[src/rtl/exe_stage_pkg.sv]
// Shared definitions for the execute stage: opcode map, condition codes and
// the per-stage state records.
package exe_stage_pkg;

  localparam int unsigned DataW = 16;
  localparam int unsigned RegW  = 3;

  typedef enum logic [2:0] {
    OpAdd = 3'b000,
    OpSub = 3'b001,
    OpSet = 3'b010,
    OpXor = 3'b011,
    OpShl = 3'b100,
    OpShr = 3'b101,
    OpOr  = 3'b110,
    OpAnd = 3'b111
  } aluOp_e;

  // Condition codes are {N,Z,P}, one-hot
  localparam logic [2:0] CcN = 3'b100;
  localparam logic [2:0] CcZ = 3'b010;
  localparam logic [2:0] CcP = 3'b001;

  typedef struct packed {
    logic             valid;
    logic [DataW-1:0] src1;
    logic [DataW-1:0] src2;
    logic [RegW-1:0]  src1Reg;
    logic [RegW-1:0]  src2Reg;
    logic             useImm;
    logic [2:0]       opcode;
    logic             flagBit;
    logic [RegW-1:0]  dstReg;
    logic             wrEn;
  } eStage_t;

  typedef struct packed {
    logic             valid;
    logic [DataW-1:0] result;
    logic [RegW-1:0]  dstReg;
    logic             wrEn;
    logic [2:0]       ccode;
  } wStage_t;

  function automatic logic [2:0] calcCcode(input logic [DataW-1:0] value);
    if (value[DataW-1]) begin
      return CcN;
    end else if (value == '0) begin
      return CcZ;
    end
    return CcP;
  endfunction

endpackage

[src/rtl/exe_stage_fwd.sv]
// Operand bypass: substitutes the W-stage result for a stale register-file
// operand when W is about to write that register.
module exe_fwd
  import exe_stage_pkg::*;
(
  input  logic             wValid_i,
  input  logic             wWrEn_i,
  input  logic [RegW-1:0]  wDstReg_i,
  input  logic [RegW-1:0]  srcReg_i,
  input  logic             fwdAllow_i,
  input  logic [DataW-1:0] srcData_i,
  input  logic [DataW-1:0] fwdData_i,
  output logic [DataW-1:0] operand_o
);

  logic hit;

  assign hit       = wValid_i & wWrEn_i & fwdAllow_i & (wDstReg_i == srcReg_i);
  assign operand_o = hit ? fwdData_i : srcData_i;

endmodule

[src/rtl/exe_stage.sv]
// Two-entry execute pipeline (E: operands, W: result) around an external
// combinational ALU, with W-to-E forwarding and valid/ready handshakes.
module exe_stage
  import exe_stage_pkg::*;
(
  input  logic             i_clk,
  input  logic             i_rst,
  // decode side
  input  logic             i_valid,
  input  logic [2:0]       i_opcode,
  input  logic             i_flagBit,
  input  logic [RegW-1:0]  i_src1Reg,
  input  logic [RegW-1:0]  i_src2Reg,
  input  logic             i_useImm,
  input  logic [DataW-1:0] i_imm,
  input  logic [RegW-1:0]  i_dstReg,
  input  logic             i_wrEn,
  input  logic [DataW-1:0] i_src1Data,
  input  logic [DataW-1:0] i_src2Data,
  input  logic             i_flush,
  output logic             o_ready,
  // ALU side
  output logic [DataW-1:0] o_aluSrc1,
  output logic [DataW-1:0] o_aluSrc2,
  output logic [2:0]       o_aluOpcode,
  output logic             o_aluFlagBit,
  input  logic [DataW-1:0] i_aluResult,
  // writeback side
  output logic             o_valid,
  output logic [DataW-1:0] o_result,
  output logic [RegW-1:0]  o_dstReg,
  output logic             o_wrEn,
  output logic [2:0]       o_ccode,
  input  logic             i_ready
);

  eStage_t eQ, eD;
  wStage_t wQ, wD;
  logic    advE, accept, loadW;

  assign advE    = eQ.valid & (~wQ.valid | i_ready);
  assign o_ready = ~eQ.valid | advE;
  assign accept  = i_valid & o_ready & ~i_flush;
  // A flushed E item is dropped, never promoted into W
  assign loadW   = advE & ~i_flush;

  always_comb begin
    eD = eQ;
    if (accept) begin
      eD.valid   = 1'b1;
      eD.src1    = i_src1Data;
      eD.src2    = i_useImm ? i_imm : i_src2Data;
      eD.src1Reg = i_src1Reg;
      eD.src2Reg = i_src2Reg;
      eD.useImm  = i_useImm;
      eD.opcode  = i_opcode;
      eD.flagBit = i_flagBit;
      eD.dstReg  = i_dstReg;
      eD.wrEn    = i_wrEn;
    end else if (advE || i_flush) begin
      eD.valid = 1'b0;
    end
  end

  always_comb begin
    wD = wQ;
    if (loadW) begin
      wD.valid  = 1'b1;
      wD.result = i_aluResult;
      wD.dstReg = eQ.dstReg;
      wD.wrEn   = eQ.wrEn;
      wD.ccode  = calcCcode(i_aluResult);
    end else if (wQ.valid && i_ready) begin
      wD.valid = 1'b0;
    end
  end

  always_ff @(posedge i_clk or posedge i_rst) begin
    if (i_rst) begin
      eQ       <= '0;
      wQ       <= '0;
      wQ.ccode <= CcZ;
    end else begin
      eQ <= eD;
      wQ <= wD;
    end
  end

  exe_fwd u_fwdSrc1 (
    .wValid_i  (wQ.valid),
    .wWrEn_i   (wQ.wrEn),
    .wDstReg_i (wQ.dstReg),
    .srcReg_i  (eQ.src1Reg),
    .fwdAllow_i(1'b1),
    .srcData_i (eQ.src1),
    .fwdData_i (wQ.result),
    .operand_o (o_aluSrc1)
  );

  // An immediate in src2 is never a register read, so it must not be bypassed
  exe_fwd u_fwdSrc2 (
    .wValid_i  (wQ.valid),
    .wWrEn_i   (wQ.wrEn),
    .wDstReg_i (wQ.dstReg),
    .srcReg_i  (eQ.src2Reg),
    .fwdAllow_i(~eQ.useImm),
    .srcData_i (eQ.src2),
    .fwdData_i (wQ.result),
    .operand_o (o_aluSrc2)
  );

  assign o_aluOpcode  = eQ.opcode;
  assign o_aluFlagBit = eQ.flagBit;

  assign o_valid  = wQ.valid;
  assign o_result = wQ.result;
  assign o_dstReg = wQ.dstReg;
  assign o_wrEn   = wQ.wrEn;
  assign o_ccode  = wQ.ccode;

endmodule

[config.mk]
export PLATFORM = sky130hd
export DESIGN_NAME = exe_stage
export DESIGN_NICKNAME = d
export VERILOG_FILES = /design/src/rtl/exe_stage_pkg.sv /design/src/rtl/exe_stage_fwd.sv /design/src/rtl/exe_stage.sv
export SDC_FILE = /design/constraint.sdc
export NUM_CORES = 1
export LEC_CHECK = 0
export ABC_CLOCK_PERIOD_IN_PS = 2300
export BUFFER_PORTS_ARGS = -buffer_cell sky130_fd_sc_hd__buf_2
export CORE_MARGIN = 10
export CORE_UTILIZATION = 30
export CTS_BUF_LIST = sky130_fd_sc_hd__clkbuf_4 sky130_fd_sc_hd__clkbuf_8 sky130_fd_sc_hd__clkbuf_16
export CTS_CLUSTER_DIAMETER = 200
export DETAILED_ROUTE_END_ITERATION = 12
export SETUP_SLACK_MARGIN = 0.2
export SLEW_MARGIN = 15
export SYNTH_ARGS = -nofsm -noshare
export SYNTH_HDL_FRONTEND = slang
export SYNTH_HIERARCHICAL = 1
export SYNTH_SLANG_ARGS = --single-unit
[constraint.sdc]
create_clock -name i_clk -period 2.3 [get_ports i_clk]
set_input_delay 0.345 -clock i_clk [delete_from_list [all_inputs] [get_ports i_clk]]
set_output_delay 0.345 -clock i_clk [all_outputs]
set_load 0.1 [all_outputs]
Word level (Yosys, flattened, before mapping)
Cells that the tools add are included.
{"block": "word_totals", "ff_bits": 72, "in_bits": 84, "wordCells": 49}
{"block": "classes", "n_eq_ne": 2, "mux": 13, "bitwise": 14, "reduce_logical": 5}
{"cell": "$mux W16", "count": 3}
{"cell": "$logic_not A16 Y1", "count": 1}
{"cell": "$mux W3", "count": 3}
{"cell": "$and A1 B1 Y1", "count": 8}
{"cell": "$mux W1", "count": 7}
{"cell": "$eq A3 B3 Y1", "count": 2}
{"cell": "$not A1 Y1", "count": 4}
{"cell": "$reduce_bool A2 Y1", "count": 2}
{"cell": "$or A1 B1 Y1", "count": 2}
{"cell": "$logic_and A1 B1 Y1", "count": 1}
{"cell": "$logic_or A1 B1 Y1", "count": 1}

Depth between registers and ports, before layout
Gate-level depths: netlist of run 1.
{"block": "depth", "depth_word": 7, "ltp_mapped": 5}

Hierarchy
The synthesis of run 1 kept the hierarchy.
{"module": "exe_stage", "n_inst": 1, "cells_per_inst": 190, "area_each_um2": 3130.5, "seq_area_each_um2": 1803.0}
{"module": "exe_fwd", "n_inst": 2, "cells_per_inst": 22, "area_each_um2": 244.0, "seq_area_each_um2": 0.0}

Worst setup path after synthesis of run 1
No wires, ideal clock.
{"block": "synth_path", "kind": "reg2out", "from": "register wQ, in the netlist o_valid", "to": "output o_aluSrc1[10]", "t_arrival_ns": 2.489, "required_time_ns": 1.955, "slack_ns": -0.534, "stages_incl_launch_ff": 5, "cell_sequence": "dfrtp_1 > nand3_1 > nor4_4 > buf_6 > mux2_2"}
{"block": "synth_between", "elab_chain_cells": 3}
{"item": "from (decl)", "line": "exe_stage.sv:38", "rtl": "wStage_t wQ, wD;"}
{"item": "from (signal assigned)", "line": "exe_stage.sv:85", "rtl": "wQ <= wD;"}
{"item": "$and A1 B1 Y1 (2 in a row)", "line": "exe_stage_fwd.sv:18", "rtl": "assign hit = wValid_i & wWrEn_i & fwdAllow_i & (wDstReg_i == srcReg_i);"}
{"item": "$mux W16", "line": "exe_stage_fwd.sv:19", "rtl": "assign operand_o = hit ? fwdData_i : srcData_i;"}
{"item": "to (decl)", "line": "exe_stage.sv:23", "rtl": "output logic [DataW-1:0] o_aluSrc1,"}
Every way passes these cells.

Final worst setup path of run 1
{"block": "layout_path", "from": "register wQ, in the netlist o_dstReg[0]", "to": "output o_aluSrc2[15]"}
{"block": "layout_between", "elab_chain_cells": 3}
{"item": "$eq A3 B3 Y1", "line": "exe_stage_fwd.sv:18"}
{"item": "$and A1 B1 Y1", "line": "exe_stage_fwd.sv:18"}
{"item": "$mux W16", "line": "exe_stage_fwd.sv:19"}
{"item": "to (decl)", "line": "exe_stage.sv:24", "rtl": "output logic [DataW-1:0] o_aluSrc2,"}
Every way passes these cells.

==> results.txt, run 1 <==
run status: finished, violations left
violations in the final reports: setup timing
overall via count from detail_route: 2,425
maximum number of pins on one net before global-route repair: 48
number of buffers on the longest clock path: 2
layout net count: 471
antenna violations before repair: 0
I/O pin cnt: 145
Root Buffer: sky130_fd_sc_hd__clkbuf_16
synth warn: 6
std cell rows: 40
layout overhead on the synthesized area: 51.9%
Worst Path Arrival: 2.04 ns
most frequent cells in the layout: sky130_fd_sc_hd__buf_2 (112), sky130_fd_sc_hd__dfrtp_1 (66), sky130_fd_sc_hd__mux2_4 (58)
TritonCTS clock tree: built
Synth async-reset ratio: 100%
biggest fanout along the worst timing path: 16
synth unique cells: 27
initial standard-cell utilization of the core: 30.4%
final core utilization: 46.1%
final antenna-violating net count: 0
# clock sinks: 72
worst hold-check path type: in -> reg
setup repair after global routing missed its margin: yes
fillers: 1,053
critical path data required time: 1.96 ns
die boundary width: 130 microns
estimated wirelength of the detail-placed design: 7590 microns
number of vias per cell after detailed routing: 4.50
overall die area: 16,900 sq um
number of port buffers: 144
Leak Pwr: 2.64 nW
worst setup path category: reg -> out
EDFF count, synth: 0
cell count after placement: 519
placed cell areas: 4810 sq um
total overflow reported by the global router: 0
non-filler cells in the finished layout: 539
number of H-tree levels: 3
sequential element share of the synthesized area: 49.8%
#FFs+latches synth: 72
global-route usage over all layers: 12.0%
TritonRoute pass-1 iters: 4
leading cell type in the layout, fill and taps excluded: sky130_fd_sc_hd__buf_2
detailed-route DRC error count: 0
power density of the placed cells: 1100 nW/um^2
y dimension of the die: 130 microns
peak ir drop on the vdd network: 0.527 mV
GP Congestion: 0.719
worst slack, placed: 0.191 ns
average size of a mapped cell: 15.5 sq um
Initial DRC Count: 101
total detailed-routing wirelength: 10,300 microns
wire length of the first global-routing pass: 15,600 microns
Period Utilization, post-route: 104%
summed instance area of the synthesized netlist: 3620 sq um
final hold vios: 0
clock latency at the later pin of the worst-skew pair: 0.32 ns
CTS buffer count: 9
final number of setup-violating endpoints: 32
endpoint kind of the worst setup timing path: primary output
element type at the critical path start: flip-flop
final worst-path setup slack: -0.0853 ns
main flop type after synthesis: sky130_fd_sc_hd__dfrtp_1
clock period minus final worst setup slack: 2.39 ns
Fin Clk Skew: 0.00680 ns
max-slew violations: 0
max-cap viol count: 0
antenna fix cells: 0
Max Clk Rate: 0.419 GHz
wire length per cell: 19.1 microns
post-route design area: 5500 sq um
core area: 11,900 sq um
cell count after synthesis: 234
via count of the first global-routing pass: 2,790
nets in the synthesized netlist: 318
Clk pin slew, worst setup/hold paths: 0.06 ns
fraction of layout cells with a size suffix above 1: 76.0%
-- per-layer routing --
| layer | track usage (%) | wire length (microns) | share of wire [%] |
|---|---|---|---|
| met5 | 0 | 0 | 0 |
| met3 | 4.42 | 777 | 7.6 |
| met4 | 2.38 | 36 | 0.35 |
| met2 | 21.6 | 5350 | 52 |
| met1 | 13.3 | 4110 | 40 |
-- what timing repair did --
action,in CTS,in global routing
endpoints found under the hold margin,8,0
resized for setup,82,0
buffers inserted,2,0
pin swaps,1,0
gates cloned,1,0
hold buffers,1,0
setup endpoints to repair,32,32
-- area by class of cell --
class,count,area (sq um),area share [%]
inverter,3,15.0,0.273
sequential,72,1810,32.9
timing repair buffer,156,1380,25.1
multi-input combinational,145,1780,32.4
tap,147,184,3.35
clock inverter,3,65.1,1.18
clock buffer,13,262,4.76
-- power by group --
part / switching [W] / internal [W]
sequential: 0.000184 / 0.00150
clock: 0.000500 / 0.00101
combinational: 0.00192 / 0.000933
-- registers in the layout (all words and copies together), names as in the netlist --
name / count
o_result: 16
o_ccode: 3
o_dstReg: 3
o_aluOpcode: 3
o_aluFlagBit: 1
o_wrEn: 1
o_valid: 1
eQ: 44
-- through the flow --
| stage | hold WS [ns] | setup TNS [ns] | power, W |
|---|---|---|---|
| after global routing | 0.208 | -3.48 | 0.00627 |
| final | 0.215 | -1.35 | 0.00605 |
| after detailed placement | 0.318 | 0 | 0.00433 |
| after global placement | 0.316 | 0 | 0.00430 |
| after floorplan | 0.408 | -1.31 | 0.00377 |
| after CTS | 0.201 | -2.10 | 0.00612 |
-- kinds of logic after synthesis --
logic type / after synthesis / share of synthesized area, %
simple gates: 19 / 4.74
flops: 72 / 49.8
xor+xnor: 6 / 1.45
mux: 114 / 38.6
buf+inv: 17 / 4.25
compound gates: 5 / 1.04
other cells: 1 / 0.104
-- Yosys cell counts, types with 2 or more instances --
library cell,n,share of area (%)
sky130_fd_sc_hd__dfrtp_1,71,49
sky130_fd_sc_hd__nand3_1,2,0.28
sky130_fd_sc_hd__xor2_1,6,1.5
sky130_fd_sc_hd__nand2b_1,3,0.52
sky130_fd_sc_hd__buf_4,3,0.62
sky130_fd_sc_hd__mux2_2,83,26
sky130_fd_sc_hd__nor4_4,2,1.2
sky130_fd_sc_hd__mux2_4,30,12
sky130_fd_sc_hd__buf_6,9,2.8
sky130_fd_sc_hd__o21a_1,2,0.41
sky130_fd_sc_hd__nand3b_4,2,1.1
sky130_fd_sc_hd__inv_1,3,0.31
sky130_fd_sc_hd__nor4_1,4,0.69
-- worst max-delay path, stage by stage (launching register included) --
cell,delay [ns]
sky130_fd_sc_hd__dfrtp_2,0.45
sky130_fd_sc_hd__xor2_2,0.17
sky130_fd_sc_hd__nor4_4,0.32
sky130_fd_sc_hd__buf_12,0.23
sky130_fd_sc_hd__mux2_2,0.38
sky130_fd_sc_hd__buf_12,0.17
-- final timing paths --
path                       slack (ns)            end        start  cells past startpoint
max                             -0.09  o_aluSrc2[15]  o_dstReg[0]                      5
min                              0.21         eQ[47]      i_flush                      2
max reg2reg                      0.70   o_result[14]      o_valid                      5
min reg2reg                      0.48     o_ccode[1]   o_ccode[1]                      1
max in group asynchronous        1.26     o_ccode[1]        i_rst                      4
min in group asynchronous        0.53   o_result[13]        i_rst                      3
No activity file was read; power rests on OpenSTA's default activity.
==> run 2: changes to the inputs <==
Settings changed: CELL_PAD_IN_SITES_DETAIL_PLACEMENT from default to 1, CELL_PAD_IN_SITES_GLOBAL_PLACEMENT from default to 1, PLACE_DENSITY_LB_ADDON from default to 0.1.
==> run 2 against run 1 <==
The run still ends with setup timing left. Global-route usage is 0.91 points higher. Critical path depth stayed put. Utilization is 0.44 points lower. Worst setup slack better by 0.0082 ns. Cell area is 0.96% lower. Flip-flop and latch count stayed put. Clock power is 8% lower. Sequential share of layout area is 0.32 points higher. Die area stayed put. Routed wire length is 7.2% higher. Clock-buffer cell count is 1 lower. Largest cell class unchanged.
==> results.txt, run 2 (same netlist as run 1, synthesis figures left out) <==
run status: finished, violations left
violations in the final reports: setup timing
max-cap viol count: 0
placed cell areas: 4770 sq um
most frequent cells in the layout: sky130_fd_sc_hd__buf_2 (112), sky130_fd_sc_hd__dfrtp_1 (66), sky130_fd_sc_hd__mux2_4 (58)
Max Clk Rate: 0.421 GHz
max-slew violations: 0
register name with the most flops: eQ
worst setup path category: reg -> out
Leak Pwr: 2.62 nW
leading cell type in the layout, fill and taps excluded: sky130_fd_sc_hd__buf_2
TritonRoute pass-1 iters: 4
fillers: 1,217
global-route usage over all layers: 12.9%
initial standard-cell utilization of the core: 30.4%
relative contribution of the clock network to total power: 23.5%
startpoint of the worst setup timing path: o_dstReg[0]
number of port buffers: 144
y dimension of the die: 130 microns
fraction of power spent switching nets: 44.4%
total overflow reported by the global router: 0
estimated wirelength of the detail-placed design: 8290 microns
number of H-tree levels: 3
multi-input gate area in the final layout: 1800 sq um
Slew @ Worst Pin: 0.553 ns
I/O pin cnt: 145
maximum number of pins on one net before global-route repair: 41
Initial DRC Count: 88
wire length of the first global-routing pass: 16,400 microns
Fin Clk Skew: 0.00450 ns
headroom to the max-slew limit: 62.8%
peak ir drop on the vdd network: 0.409 mV
layout net count: 472
post-route design area: 5440 sq um
Switching Power: 0.00263 W
GP Congestion: 0.716
final antenna-violating net count: 0
Seq. cell area: 1810 sq um
biggest fanout along the worst timing path: 16
overall via count from detail_route: 2,468
cell count after placement: 519
final number of setup-violating endpoints: 32
wire length per cell: 20.4 microns
critical path data required time: 1.96 ns
startpoint of the worst register-to-register path: o_valid
core area: 11,900 sq um
CTS buffer count: 9
Period Utilization, post-route: 103%
fraction of layout cells with a size suffix above 1: 76.8%
number of vias per cell after detailed routing: 4.57
sequential power share: 28.5%
total detailed-routing wirelength: 11,000 microns
detailed-route DRC error count: 0
clock latency at the later pin of the worst-skew pair: 0.33 ns
via count of the first global-routing pass: 2,859
TritonCTS clock tree: built
power density of the placed cells: 1090 nW/um^2
antenna fix cells: 0
setup repair after global routing missed its margin: yes
overall die area: 16,900 sq um
clock period minus final worst setup slack: 2.38 ns
Worst Path Arrival: 2.03 ns
number of buffers on the longest clock path: 2
non-filler cells in the finished layout: 540
CTS Hold Bufs: 0
element type at the critical path start: flip-flop
cell internal power dissipation: 0.00330 W
std cell rows: 40
final core utilization: 45.7%
final worst-path setup slack: -0.0771 ns
layout overhead on the synthesized area: 50.4%
Clk pin slew, worst setup/hold paths: 0.06 ns
combinational cell fraction of total power: 48.0%
Root Buffer: sky130_fd_sc_hd__clkbuf_16
die boundary width: 130 microns
final hold vios: 0
antenna violations before repair: 0
number of flip-flops under the largest register name: 44
worst hold-check path type: in -> async
# clock sinks: 72
endpoint kind of the worst setup timing path: primary output
[run 2: cell types whose count changed in the layout (fill, tap and decap cells not counted), sizes merged]
cell,delta
bufinv,-1
dlygate4sd3,-1
clkinv,+2
clkbuf,-1
buf,+2
[run 2: area by class of cell]
class                      instances  area share, %
sequential                        72           33.2
clock inverter                     4          0.827
multi-input combinational        145           33.0
timing repair buffer             157           24.7
inverter                           3          0.276
clock buffer                      12           4.55
tap                              147           3.38
[run 2: per-stage QoR]
step	total power (W)	worst slack (ns)	hold slack (ns)	setup TNS, ns
after floorplan	0.00377	-0.0654	0.408	-1.31
after global placement	0.00430	0.188	0.476	0
after detailed placement	0.00432	0.156	0.482	0
after CTS	0.00600	-0.116	0.156	-2.37
after global routing	0.00615	-0.169	0.183	-3.93
final	0.00593	-0.0771	0.140	-1.33
[run 2: power by group through the flow]
stage	logic, W	registers [W]	clock network (W)
2_1_floorplan	0.00143	0.00234	0
3_3_place_gp	0.00259	0.00170	0
3_5_place_dp	0.00261	0.00172	0
4_1_cts	0.00287	0.00170	0.00144
5_1_grt	0.00294	0.00173	0.00149
6_report	0.00285	0.00169	0.00139
[run 2: path summary, 6_finish.rpt]
check / endpoint / slack [ns] / cells after the start
min in group i_clk: eQ[47] / 0.20 / 2
max in group asynchronous: o_dstReg[1] / 1.70 / 3
worst min-delay path: eQ[40] / 0.14 / 3
worst min register to register: o_ccode[1] / 0.49 / 1
worst max-delay path: o_aluSrc2[0] / -0.08 / 5
worst max register to register: eQ[29] / 0.60 / 5
[run 2: worst max-delay path: stages, from the launching register on]
cell	delay (ns)
sky130_fd_sc_hd__dfrtp_2	0.45
sky130_fd_sc_hd__xor2_2	0.17
sky130_fd_sc_hd__nor4_4	0.32
sky130_fd_sc_hd__buf_12	0.22
sky130_fd_sc_hd__mux2_2	0.38
sky130_fd_sc_hd__buf_12	0.17
[run 2: what timing repair did]
action	CTS	global route
setup endpoints to repair	32	32
pin swaps	1	0
endpoints found under the hold margin	0	0
buffers inserted	3	1
cloned	1	0
gates resized for setup	84	2
[run 2: routing by layer]
layer,track usage [%],up-vias,share of wire [%],wire (microns)
li1,-,1143,-,-
met2,21.5,84,49,5410
met3,4.14,9,7.4,813
met5,0,-,0,0
met4,4.76,0,1.3,148
met1,15.3,1232,42,4640
